$ cat config.mk
export PLATFORM = sky130hd
export DESIGN_NAME = gpi_edge_port_flat
export DESIGN_NICKNAME = d
export VERILOG_FILES = /design/src/rtl/gpi_bus_if.sv /design/src/rtl/gpi_edge_port.sv /design/src/flat_wrapper.sv
export SDC_FILE = /design/constraint.sdc
export NUM_CORES = 1
export LEC_CHECK = 0
export BUFFER_PORTS_ARGS = -buffer_cell sky130_fd_sc_hd__buf_4
export CELL_PAD_IN_SITES_DETAIL_PLACEMENT = 0
export CELL_PAD_IN_SITES_GLOBAL_PLACEMENT = 2
export CORE_MARGIN = 3
export CORE_UTILIZATION = 30
export CTS_CLUSTER_SIZE = 20
export DETAILED_ROUTE_END_ITERATION = 16
export PLACE_DENSITY = 0.87
export SETUP_SLACK_MARGIN = 0.15
export SYNTH_ARGS = -nofsm -noshare
export SYNTH_HDL_FRONTEND = slang
export SYNTH_SLANG_ARGS = --single-unit
$ cat constraint.sdc
create_clock -name iCLK -period 2.41 [get_ports iCLK]
set_input_delay 0.3615 -clock iCLK [delete_from_list [all_inputs] [get_ports iCLK]]
set_output_delay 0.3615 -clock iCLK [all_outputs]
set_load 0.02 [all_outputs]
$ cat src/rtl/gpi_bus_if.sv
// -----------------------------------------------------------------------------
// gpi_bus_if
// Single-cycle register bus between a host (master) and the GPI edge port
// (slave).
//
// Handshake: a transfer happens in every cycle where iSTB is high. The slave
// returns oACK combinationally in that same cycle, so there are no wait
// states. With iWE=1 the write commits on the rising clock edge that ends
// the cycle. With iWE=0, oDAT carries the addressed register during the
// cycle and is 32'h0 at all other times.
//
// Signals
//   iADR  32  byte address (only [3:2] decoded by the slave)
//   iDAT  32  write data
//   iWE    1  1 = write, 0 = read
//   iSTB   1  transfer strobe, active-high
//   oDAT  32  read data
//   oACK   1  acknowledge
// -----------------------------------------------------------------------------
interface gpi_bus_if;
  logic [31:0] iADR;
  logic [31:0] iDAT;
  logic        iWE;
  logic        iSTB;
  logic [31:0] oDAT;
  logic        oACK;

  modport master (
    output iADR,
    output iDAT,
    output iWE,
    output iSTB,
    input  oDAT,
    input  oACK
  );

  modport slave (
    input  iADR,
    input  iDAT,
    input  iWE,
    input  iSTB,
    output oDAT,
    output oACK
  );
endinterface

$ cat src/rtl/gpi_edge_port.sv
// -----------------------------------------------------------------------------
// gpi_edge_port
// A general-purpose input port with W channels. Each channel goes through:
//   1. a SYNC_STAGES-deep synchronizer, which protects against metastability;
//   2. a per-channel debounce filter, which accepts a new level only after
//      the synchronized input has differed from the current level for
//      DB_CNT+1 consecutive cycles;
//   3. rise/fall edge detection, gated by enable registers, which sets
//      sticky write-1-to-clear STATUS bits.
// oIRQ is the registered OR of STATUS.
//
// Register map (only address bits [3:2] are decoded):
//   0x0 DATA     RO    debounced levels
//   0x4 RISE_EN  RW    per-channel rising-edge enable
//   0x8 FALL_EN  RW    per-channel falling-edge enable
//   0xC STATUS   RW1C  edge flags. When a set and a clear hit the same bit
//                      in the same cycle, the set wins.
// Register bits [31:W] read as 0 and ignore writes.
//
// Ports
//   iCLK   in   1   clock; all state changes on the rising edge
//   iRST   in   1   asynchronous reset, active-high
//   iDIn   in   W   external asynchronous inputs
//   bus    slave    register bus (see gpi_bus_if)
//   oIRQ   out  1   level interrupt, registered
// -----------------------------------------------------------------------------
module gpi_edge_port #(
  parameter int W           = 8,
  parameter int SYNC_STAGES = 3,
  parameter int DB_CNT      = 4
) (
  input  logic          iCLK,
  input  logic          iRST,
  input  logic [W-1:0]  iDIn,
  gpi_bus_if.slave      bus,
  output logic          oIRQ
);

  // The counter is wide enough to hold DB_CNT and is never narrower than
  // one bit, so DB_CNT=0 still builds.
  localparam int            CW     = (DB_CNT < 1) ? 1 : $clog2(DB_CNT + 1);
  localparam logic [CW-1:0] DB_MAX = CW'(DB_CNT);

  localparam logic [1:0] SEL_DATA    = 2'd0;
  localparam logic [1:0] SEL_RISE_EN = 2'd1;
  localparam logic [1:0] SEL_FALL_EN = 2'd2;
  localparam logic [1:0] SEL_STATUS  = 2'd3;

  // ---------------------------------------------------------------------------
  // Synchronizer
  // ---------------------------------------------------------------------------
  logic [W-1:0] syncQ [SYNC_STAGES];
  logic [W-1:0] sync;

  always_ff @(posedge iCLK or posedge iRST) begin
    if (iRST) begin
      for (int s = 0; s < SYNC_STAGES; s++) begin
        syncQ[s] <= '0;
      end
    end else begin
      syncQ[0] <= iDIn;
      for (int s = 1; s < SYNC_STAGES; s++) begin
        syncQ[s] <= syncQ[s-1];
      end
    end
  end

  assign sync = syncQ[SYNC_STAGES-1];

  // ---------------------------------------------------------------------------
  // Debounce
  // cnt[i] counts consecutive cycles in which sync[i] differs from stable[i].
  // While cnt[i] counts up from 0, the new level is accepted on the
  // (DB_CNT+1)-th consecutive mismatching edge, and cnt[i] clears on that
  // same edge. Any agreement between sync[i] and stable[i] restarts the
  // count, so a pulse shorter than DB_CNT+1 cycles never changes stable[i].
  // ---------------------------------------------------------------------------
  logic [W-1:0]  stable;
  logic [W-1:0]  stableNxt;
  logic [CW-1:0] cnt    [W];
  logic [CW-1:0] cntNxt [W];

  always_comb begin
    stableNxt = stable;
    for (int i = 0; i < W; i++) begin
      cntNxt[i] = '0;
      if (sync[i] != stable[i]) begin
        if (cnt[i] == DB_MAX) begin
          stableNxt[i] = sync[i];
          cntNxt[i]    = '0;
        end else begin
          cntNxt[i] = cnt[i] + CW'(1);
        end
      end
    end
  end

  always_ff @(posedge iCLK or posedge iRST) begin
    if (iRST) begin
      stable <= '0;
      for (int i = 0; i < W; i++) begin
        cnt[i] <= '0;
      end
    end else begin
      stable <= stableNxt;
      for (int i = 0; i < W; i++) begin
        cnt[i] <= cntNxt[i];
      end
    end
  end

  // ---------------------------------------------------------------------------
  // Bus decode
  // ---------------------------------------------------------------------------
  logic [1:0]   regSel;
  logic         wrStb;
  logic         rdStb;
  logic [W-1:0] wrData;

  assign regSel = bus.iADR[3:2];
  assign wrStb  = bus.iSTB & bus.iWE;
  assign rdStb  = bus.iSTB & ~bus.iWE;
  assign wrData = bus.iDAT[W-1:0];

  // The upper address bits and the write-data bits above W are not decoded.
  // They are folded into this signal only so that they count as consumed.
  logic unusedBusBits;
  assign unusedBusBits = ^{bus.iADR, bus.iDAT};

  // ---------------------------------------------------------------------------
  // Enable registers
  // A write updates the enable on its commit edge. Edge detection on that
  // same edge still uses the previous enable value.
  // ---------------------------------------------------------------------------
  logic [W-1:0] riseEn;
  logic [W-1:0] fallEn;

  always_ff @(posedge iCLK or posedge iRST) begin
    if (iRST) begin
      riseEn <= '0;
      fallEn <= '0;
    end else if (wrStb) begin
      if (regSel == SEL_RISE_EN) begin
        riseEn <= wrData;
      end
      if (regSel == SEL_FALL_EN) begin
        fallEn <= wrData;
      end
    end
  end

  // ---------------------------------------------------------------------------
  // Edge detection and STATUS
  // An edge is detected from stable and stableNxt, so the STATUS bit sets on
  // the same edge on which the debounced level changes. The set term is
  // OR-ed in after the clear mask, which gives the set priority when both
  // hit the same bit. Clearing an enable leaves STATUS untouched.
  // ---------------------------------------------------------------------------
  logic [W-1:0] status;
  logic [W-1:0] statusNxt;
  logic [W-1:0] riseEv;
  logic [W-1:0] fallEv;
  logic [W-1:0] clrMask;

  assign riseEv  = ~stable &  stableNxt & riseEn;
  assign fallEv  =  stable & ~stableNxt & fallEn;
  assign clrMask = (wrStb && (regSel == SEL_STATUS)) ? wrData : '0;

  always_comb begin
    statusNxt = (status & ~clrMask) | riseEv | fallEv;
  end

  always_ff @(posedge iCLK or posedge iRST) begin
    if (iRST) begin
      status <= '0;
    end else begin
      status <= statusNxt;
    end
  end

  // ---------------------------------------------------------------------------
  // Interrupt
  // oIRQ is registered from the STATUS register, not from statusNxt. It
  // therefore follows STATUS by exactly one edge, both when a bit sets and
  // when the last bit clears.
  // ---------------------------------------------------------------------------
  always_ff @(posedge iCLK or posedge iRST) begin
    if (iRST) begin
      oIRQ <= 1'b0;
    end else begin
      oIRQ <= |status;
    end
  end

  // ---------------------------------------------------------------------------
  // Read mux and acknowledge
  // The read path is combinational from the registers, so data is valid in
  // the same cycle as the strobe.
  // ---------------------------------------------------------------------------
  logic [31:0] rdData;

  always_comb begin
    rdData = 32'h0;
    if (rdStb) begin
      case (regSel)
        SEL_DATA:    rdData = 32'(stable);
        SEL_RISE_EN: rdData = 32'(riseEn);
        SEL_FALL_EN: rdData = 32'(fallEn);
        SEL_STATUS:  rdData = 32'(status);
        default:     rdData = 32'h0;
      endcase
    end
  end

  assign bus.oDAT = rdData;
  assign bus.oACK = bus.iSTB;

endmodule

$ cat src/flat_wrapper.sv
// flat-port wrapper written by rule: the top's interface ports become plain ports
module gpi_edge_port_flat 
#(
  parameter int W           = 8,
  parameter int SYNC_STAGES = 3,
  parameter int DB_CNT      = 4
)
  (iCLK, iRST, iDIn, oIRQ, bus_iADR, bus_iDAT, bus_iWE, bus_iSTB, bus_oDAT, bus_oACK);
  gpi_bus_if bus_i ();
  input  logic iCLK;
  input  logic iRST;
  input  logic [W-1:0] iDIn;
  output logic oIRQ;
  input wire logic [$bits(bus_i.iADR)-1:0] bus_iADR;
  input wire logic [$bits(bus_i.iDAT)-1:0] bus_iDAT;
  input wire logic [$bits(bus_i.iWE)-1:0] bus_iWE;
  input wire logic [$bits(bus_i.iSTB)-1:0] bus_iSTB;
  output wire logic [$bits(bus_i.oDAT)-1:0] bus_oDAT;
  output wire logic [$bits(bus_i.oACK)-1:0] bus_oACK;
  assign bus_i.iADR = bus_iADR;
  assign bus_i.iDAT = bus_iDAT;
  assign bus_i.iWE = bus_iWE;
  assign bus_i.iSTB = bus_iSTB;
  assign bus_oDAT = bus_i.oDAT;
  assign bus_oACK = bus_i.oACK;
  gpi_edge_port #(.W(W), .SYNC_STAGES(SYNC_STAGES), .DB_CNT(DB_CNT)) u_core (.iCLK(iCLK), .iRST(iRST), .iDIn(iDIn), .bus(bus_i), .oIRQ(oIRQ));
endmodule
==> results of run 1 <==
==> cell families after synthesis <==
kind of cell	count (synthesis)	synth area share, %
AOI/OAI and AO/OA	27	5.21
xor gates and xnor gates	8	1.89
adders and majority gates	16	5.41
buffers and inverters	49	7.91
DFF	81	54.8
muxes	36	13.3
other	1	0.101
and+or+nand+nor	72	11.4
==> worst max-delay path, delay by kind of cell, from the launching register on <==
family	cells	cell delay [ps]
mux	1	480
flops	1	420
buf+inv	1	180
simple gates	1	150
==> synthesized netlist by cell type, drive strengths merged <==
cell and number:
dfrtp 81, nor2 12, nor2b 15, inv 21, nand4b 2, o21ai 8, and4 1, or2b 1
conb 1, xnor2 8, a21oi 4, a211oi 7, mux4 8, and3b 1, a32o 8, nor4 2
nand2 25, ha 16, mux2i 4, mux2 24, nor3b 5, buf 28, nand3b 8
==> layout make-up <==
class | count | area share (%)
Timing Repair Buffer | 34 | 6.17
Sequential cell | 81 | 46.7
Multi-Input combinational cell | 183 | 33.8
Tap cell | 143 | 4.12
Clock inverter | 7 | 2.19
Inverter | 21 | 1.90
Clock buffer | 9 | 5.19
==> how the worst max path moves through the flow <==
stage,startpoint,end,slack [ps]
after floorplan,bus_iADR[2],bus_oDAT[0],850
after global placement,bus_iADR[2],bus_oDAT[5],580
after detailed placement,bus_iADR[2],bus_oDAT[3],550
after CTS,u_core.status[3]$_DFF_PP0_,bus_oDAT[3],450
after global routing,u_core.stable[5]$_DFF_PP0_,bus_oDAT[5],410
final,u_core.status[3]$_DFF_PP0_,bus_oDAT[3],480
==> metrics by stage <==
step                cell area [µm²]  hold slack [ps]
floorplan                      3790              331
global placement               4020              333
detailed placement             4020              335
CTS                            4340             92.6
global route                   4340              113
finish                         4340             86.9
==> sequential cells by signal, summed over array words and instances (netlist names) <==
name           count
u_core.sync        8
u_core.status      8
u_core.fallEn      8
u_core.syncQ      16
u_core.oIRQ        1
u_core.stable      8
u_core.cnt        24
u_core.riseEn      8
==> routing by layer <==
metal / vias to the layer above / wire, µm / global-route usage, %
met5: - / 0 / 0
met4: 0 / 108 / 4.43
met3: 9 / 375 / 3.50
met2: 56 / 3170 / 16.5
met1: 1081 / 2980 / 14.1
li1: 1026 / - / -
==> power by group <==
| group | leakage (nW) | switching [mW] | internal, mW |
|---|---|---|---|
| Sequential | 1.01 | 0.301 | 1.70 |
| Clock | 0.155 | 0.524 | 0.906 |
| Combinational | 0.795 | 0.503 | 0.596 |
| Total | 1.96 | 1.33 | 3.20 |
==> flow_metrics.py, run 1 <==
metrics = {
    "yosys": {
        "ys_seq_area_share_pct": 54.8,
        "synth_warnings": 0,
        "synth.avg_cell_area_um2": 12.8,
        "ys_top_cells_by_area": "dfrtp_1, mux2_2, buf_4, ha_1, mux4_2",
        "yosysTopAreaCellShare_pct": 54.8,
        "synth_cell_type_count": 25,
        "yosysTopAreaCell": "dfrtp_1",
        "synth-seq-cells": 81,
        "syn_area_um2": 3700,
        "syn_inst": 290,
    },
    "cells_and_area": {
        "multi_input_area_um2": 1470,
        "diodes": 0,
        "mostFrequentLayoutCell": "dfrtp_1",
        "regArea_um2": 2030,
        "n_fill_cell": 1176,
        "drive_above_1_share_pct": 25.7,
        "fin_cells": 478,
        "final_util_pct": 37.1,
        "synthToLayoutAreaGrowth_pct": 17.4,
        "final_cell_mix": "dfrtp_1, buf_4, nand2_1",
        "fin_nets": 422,
    },
    "die": {
        "core_area_um2": 11700,
        "rows": 39,
        "dieArea_um2": 13700,
        "die_y_um": 117,
        "ioPinCount": 110,
        "initial_utilization_pct": 31.6,
        "die_w_um": 117,
    },
    "critical_path": {
        "arrival_ps": 1570,
        "crit_required_ps": 2050,
        "crit_path_max_incr_delay_ps": 480,
        "critPathLaunchType": "register",
        "critPathMaxFanout": 3,
        "crit_chain": "mux4_2 -> nor2b_1 -> buf_4",
        "worstReg2RegStart": "u_core.cnt[21]$_DFF_PP0_",
        "critPathCaptureType": "output port",
        "r2r_end": "u_core.stable[0]$_DFF_PP0_",
        "r2r_slack_ps": 1200,
        "crit_path_top_delay_cell": "mux4_2",
        "worst-setup-path-type": "reg -> out",
        "ff2ff_path_depth": 4,
    },
    "global_routing": {
        "grt_usage_pct": 10.8,
        "grt_max_degree": 33,
        "overflow": 0,
        "grt_pass1_vias": 2197,
        "grt_antenna_before_repair": 0,
        "grt_pass1_wl_um": 11200,
    },
    "clock_tree": {
        "clockRootBuffer": "clkbuf_16",
        "postCtsHoldBufs": 0,
        "htree_levels": 3,
        "tritoncts": "built",
        "numCtsBuffers": 9,
        "cts.sinks": 81,
        "cts_buffer_depth": 2,
        "cts_setup_buffers": 0,
        "cts_resized": 0,
        "insertion_delay_ps": 330,
        "clk_pin_slew_ps": 60,
    },
    "timing": {
        "clock_skew_ps": 5.51,
        "worstMarginPinSlew_ps": 550,
        "fmax_mhz": 519,
        "period_share_pct": 80.0,
        "finalSetupViolCount": 0,
        "rsz0062_at_grt": "no",
        "setup_ws_ps": 482,
        "slew_violations": 0,
        "finalSetupTns_ps": 0,
        "max-slew-margin-rel_pct": 63.3,
        "hold_viol_final": 0,
        "min_period_ps": 1930,
    },
    "route": {
        "via_count": 2172,
        "postRouteAntennaNets": 0,
        "dr.pass1.iters": 4,
        "drc": 0,
        "wl_um": 6630,
        "drtIter0Drc": 84,
        "wl_per_cell_um": 13.9,
        "via_per_inst": 4.54,
    },
    "placement": {
        "dp_slack_ps": 555,
        "place_inst": 462,
        "dp.final_hpwl_um": 4720,
        "port_buffers": 31,
        "place.gp.congestion": 0.756,
    },
    "pwr": {
        "vdd_drop_max_uv": 377,
        "p_leak_nw": 1.96,
        "finalPower_mw": 4.53,
        "pwr_density_cell_nw_per_um2": 1040,
    },
    "flow_run": {
        "max-cap-violations": 0,
    },
    "min_path": {
        "hp-class": "in -> async",
    },
    "run_status": {
        "status": "completed",
    },
}
(Power assumes the default switching activity.)
==> inputs of run 2 (changes only) <==
==> constraint.sdc (replaced) <==
create_clock -name iCLK -period 1.6 [get_ports iCLK]
set_input_delay 0.24 -clock iCLK [delete_from_list [all_inputs] [get_ports iCLK]]
set_output_delay 0.24 -clock iCLK [all_outputs]
set_load 0.02 [all_outputs]
==> flow_metrics.py, run 2 (synthesized netlist as in run 1, its figures left out) <==
metrics = {
    "run_status": {
        "status": "finished, violations left",
        "violations": "negative setup slack",
    },
    "die": {
        "rows": 39,
        "initial_utilization_pct": 31.6,
        "dieArea_um2": 13700,
        "die_w_um": 117,
        "die_y_um": 117,
        "core_area_um2": 11700,
        "ioPinCount": 110,
    },
    "cells_and_area": {
        "fin_nets": 455,
        "largest_register": "u_core.cnt",
        "n_fill_cell": 1114,
        "diodes": 0,
        "fin_cells": 511,
        "largest_reg_flops": 24,
        "top_regs": "u_core.cnt x24, u_core.syncQ x16",
        "mostFrequentLayoutCell": "dfrtp_1",
        "fin_area_um2": 4700,
        "drive_above_1_share_pct": 32.6,
        "final_cell_mix": "dfrtp_1, buf_4, nand2_1",
        "synthToLayoutAreaGrowth_pct": 27.1,
    },
    "route": {
        "wl_met3_um": 378,
        "drc": 0,
        "via_per_inst": 4.48,
        "postRouteAntennaNets": 0,
        "wl_um": 6930,
        "drtIter0Drc": 84,
        "via_count": 2291,
        "top_layer_used": "met4",
        "wl_per_cell_um": 13.6,
        "dr.pass1.iters": 5,
        "wl_met2_um": 3390,
        "m1WireLength_um": 3050,
    },
    "timing": {
        "clock_skew_ps": 4.93,
        "rsz0062_at_grt": "yes",
        "worstMarginPinSlew_ps": 750,
        "min_period_ps": 1740,
        "finalSetupTns_ps": -1070,
        "period_share_pct": 109,
        "max-slew-margin-rel_pct": 50.0,
        "fmax_mhz": 573,
        "hold_viol_final": 0,
        "setup_ws_ps": -145,
        "slew_violations": 0,
        "finalSetupViolCount": 8,
    },
    "global_routing": {
        "grt_pass1_vias": 2266,
        "overflow": 0,
        "grt_antenna_before_repair": 0,
        "grt_pass1_wl_um": 11200,
        "grt_max_degree": 82,
        "grt_usage_pct": 10.9,
    },
    "placement": {
        "place_area_um2": 4030,
        "dp.final_hpwl_um": 4620,
        "place_inst": 463,
        "port_buffers": 31,
        "place.gp.congestion": 0.738,
        "dp_slack_ps": 29.5,
    },
    "critical_path": {
        "critPathCaptureType": "output port",
        "worstReg2RegStart": "u_core.cnt[15]$_DFF_PP0_",
        "worst-setup-path-type": "reg -> out",
        "crit_required_ps": 1360,
        "arrival_ps": 1500,
        "critPathLaunchType": "register",
        "crit_start": "u_core.status[6]$_DFF_PP0_",
        "critPathMaxFanout": 2,
    },
    "min_path": {
        "holdCritStartpoint": "iDIn[7]",
        "hp-class": "in -> reg",
    },
    "clock_tree": {
        "htree_levels": 3,
        "clockRootBuffer": "clkbuf_16",
        "tritoncts": "built",
        "cts_buffer_depth": 2,
        "cts.sinks": 81,
        "numCtsBuffers": 9,
        "clk_pin_slew_ps": 60,
        "insertion_delay_ps": 330,
    },
    "pwr": {
        "swShare_pct": 28.0,
        "p_switching_mw": 2.08,
        "vdd_drop_max_uv": 552,
        "p_int_mw": 5.35,
        "p_leak_nw": 2.16,
        "p_clk_share_pct": 31.6,
        "p_comb_share_pct": 29.6,
        "seq_power_share_pct": 38.8,
        "pwr_density_cell_nw_per_um2": 1580,
    },
    "flow_run": {
        "max-cap-violations": 0,
    },
}
## run 2: changes by cell type in the layout (fill, tap and decap cells not counted), moves of 2 or more
| cell | change |
|---|---|
| buf_4 | +20 |
| buf_6 | +8 |
| nor2b_2 | +2 |
| dlygate4sd3_1 | +5 |
| clkinv_4 | -2 |
| nor2b_4 | +5 |
| nor2b_1 | -7 |
## run 2: metrics by stage
| step | utilization (%) | hold WS [ps] | power, mW |
|---|---|---|---|
| 2_1_floorplan | - | 271 | 4.29 |
| 3_3_place_gp | 34.4 | 332 | 4.64 |
| 3_5_place_dp | 34.4 | 336 | 4.72 |
| 4_1_cts | 39.7 | 0.660 | 7.46 |
| 5_1_grt | 40.1 | 0.199 | 7.91 |
| 6_report | 40.1 | 11.8 | 7.44 |
## run 2: what timing repair did
item	4_1_cts	5_1_grt
hold buffers	4	1
hold endpoints to repair	4	1
pin swaps	0	0
gates resized for setup	18	2
setup buffers	22	5
cloned	0	0
setup endpoints to repair	8	8
## run 2: final timing paths
check	to	slack, ps	cells past startpoint
max in group asynchronous	u_core.cnt[5]$_DFF_PP0_	1250	3
hold reg to reg	u_core.sync[1]$_DFF_PP0_	350	0
min in group asynchronous	u_core.cnt[12]$_DFF_PP0_	30	3
setup reg to reg	u_core.stable[2]$_DFF_PP0_	390	4
hold / removal	u_core.syncQ[23]$_DFF_PP0_	10	1
setup / recovery	bus_oDAT[6]	-140	3
## run 2: layout make-up
cell class / instances / area, µm² / share of cell area (%)
clock inverters: 5 / 103 / 2.18
inverters: 21 / 82.6 / 1.76
well taps: 143 / 179 / 3.81
clock buffers: 11 / 243 / 5.16
multi-input cells: 183 / 1510 / 32.1
flip-flops and latches: 81 / 2030 / 43.1
repair buffers: 67 / 558 / 11.9
## run 2: power by group through the flow
| stage | clock [mW] | sequential, mW | combinational (mW) |
|---|---|---|---|
| after detailed placement | 0 | 3.03 | 1.68 |
| after CTS | 2.41 | 2.89 | 2.16 |
| after global placement | 0 | 3.01 | 1.63 |
| after floorplan | 0 | 2.92 | 1.37 |
| final | 2.35 | 2.89 | 2.20 |
| after global routing | 2.49 | 2.96 | 2.46 |
## run 2: per-layer routing
layer | track usage [%] | vias to the layer above
met3 | 3.75 | 12
met5 | 0 | -
met4 | 3.98 | 0
met1 | 13.6 | 1128
li1 | - | 1095
met2 | 17.4 | 56
## run 2: worst max-delay path, cell delays in order, from the launching register on
cell and delay (ps):
dfrtp_1 380, mux4_2 450, nor2b_2 180, buf_6 170
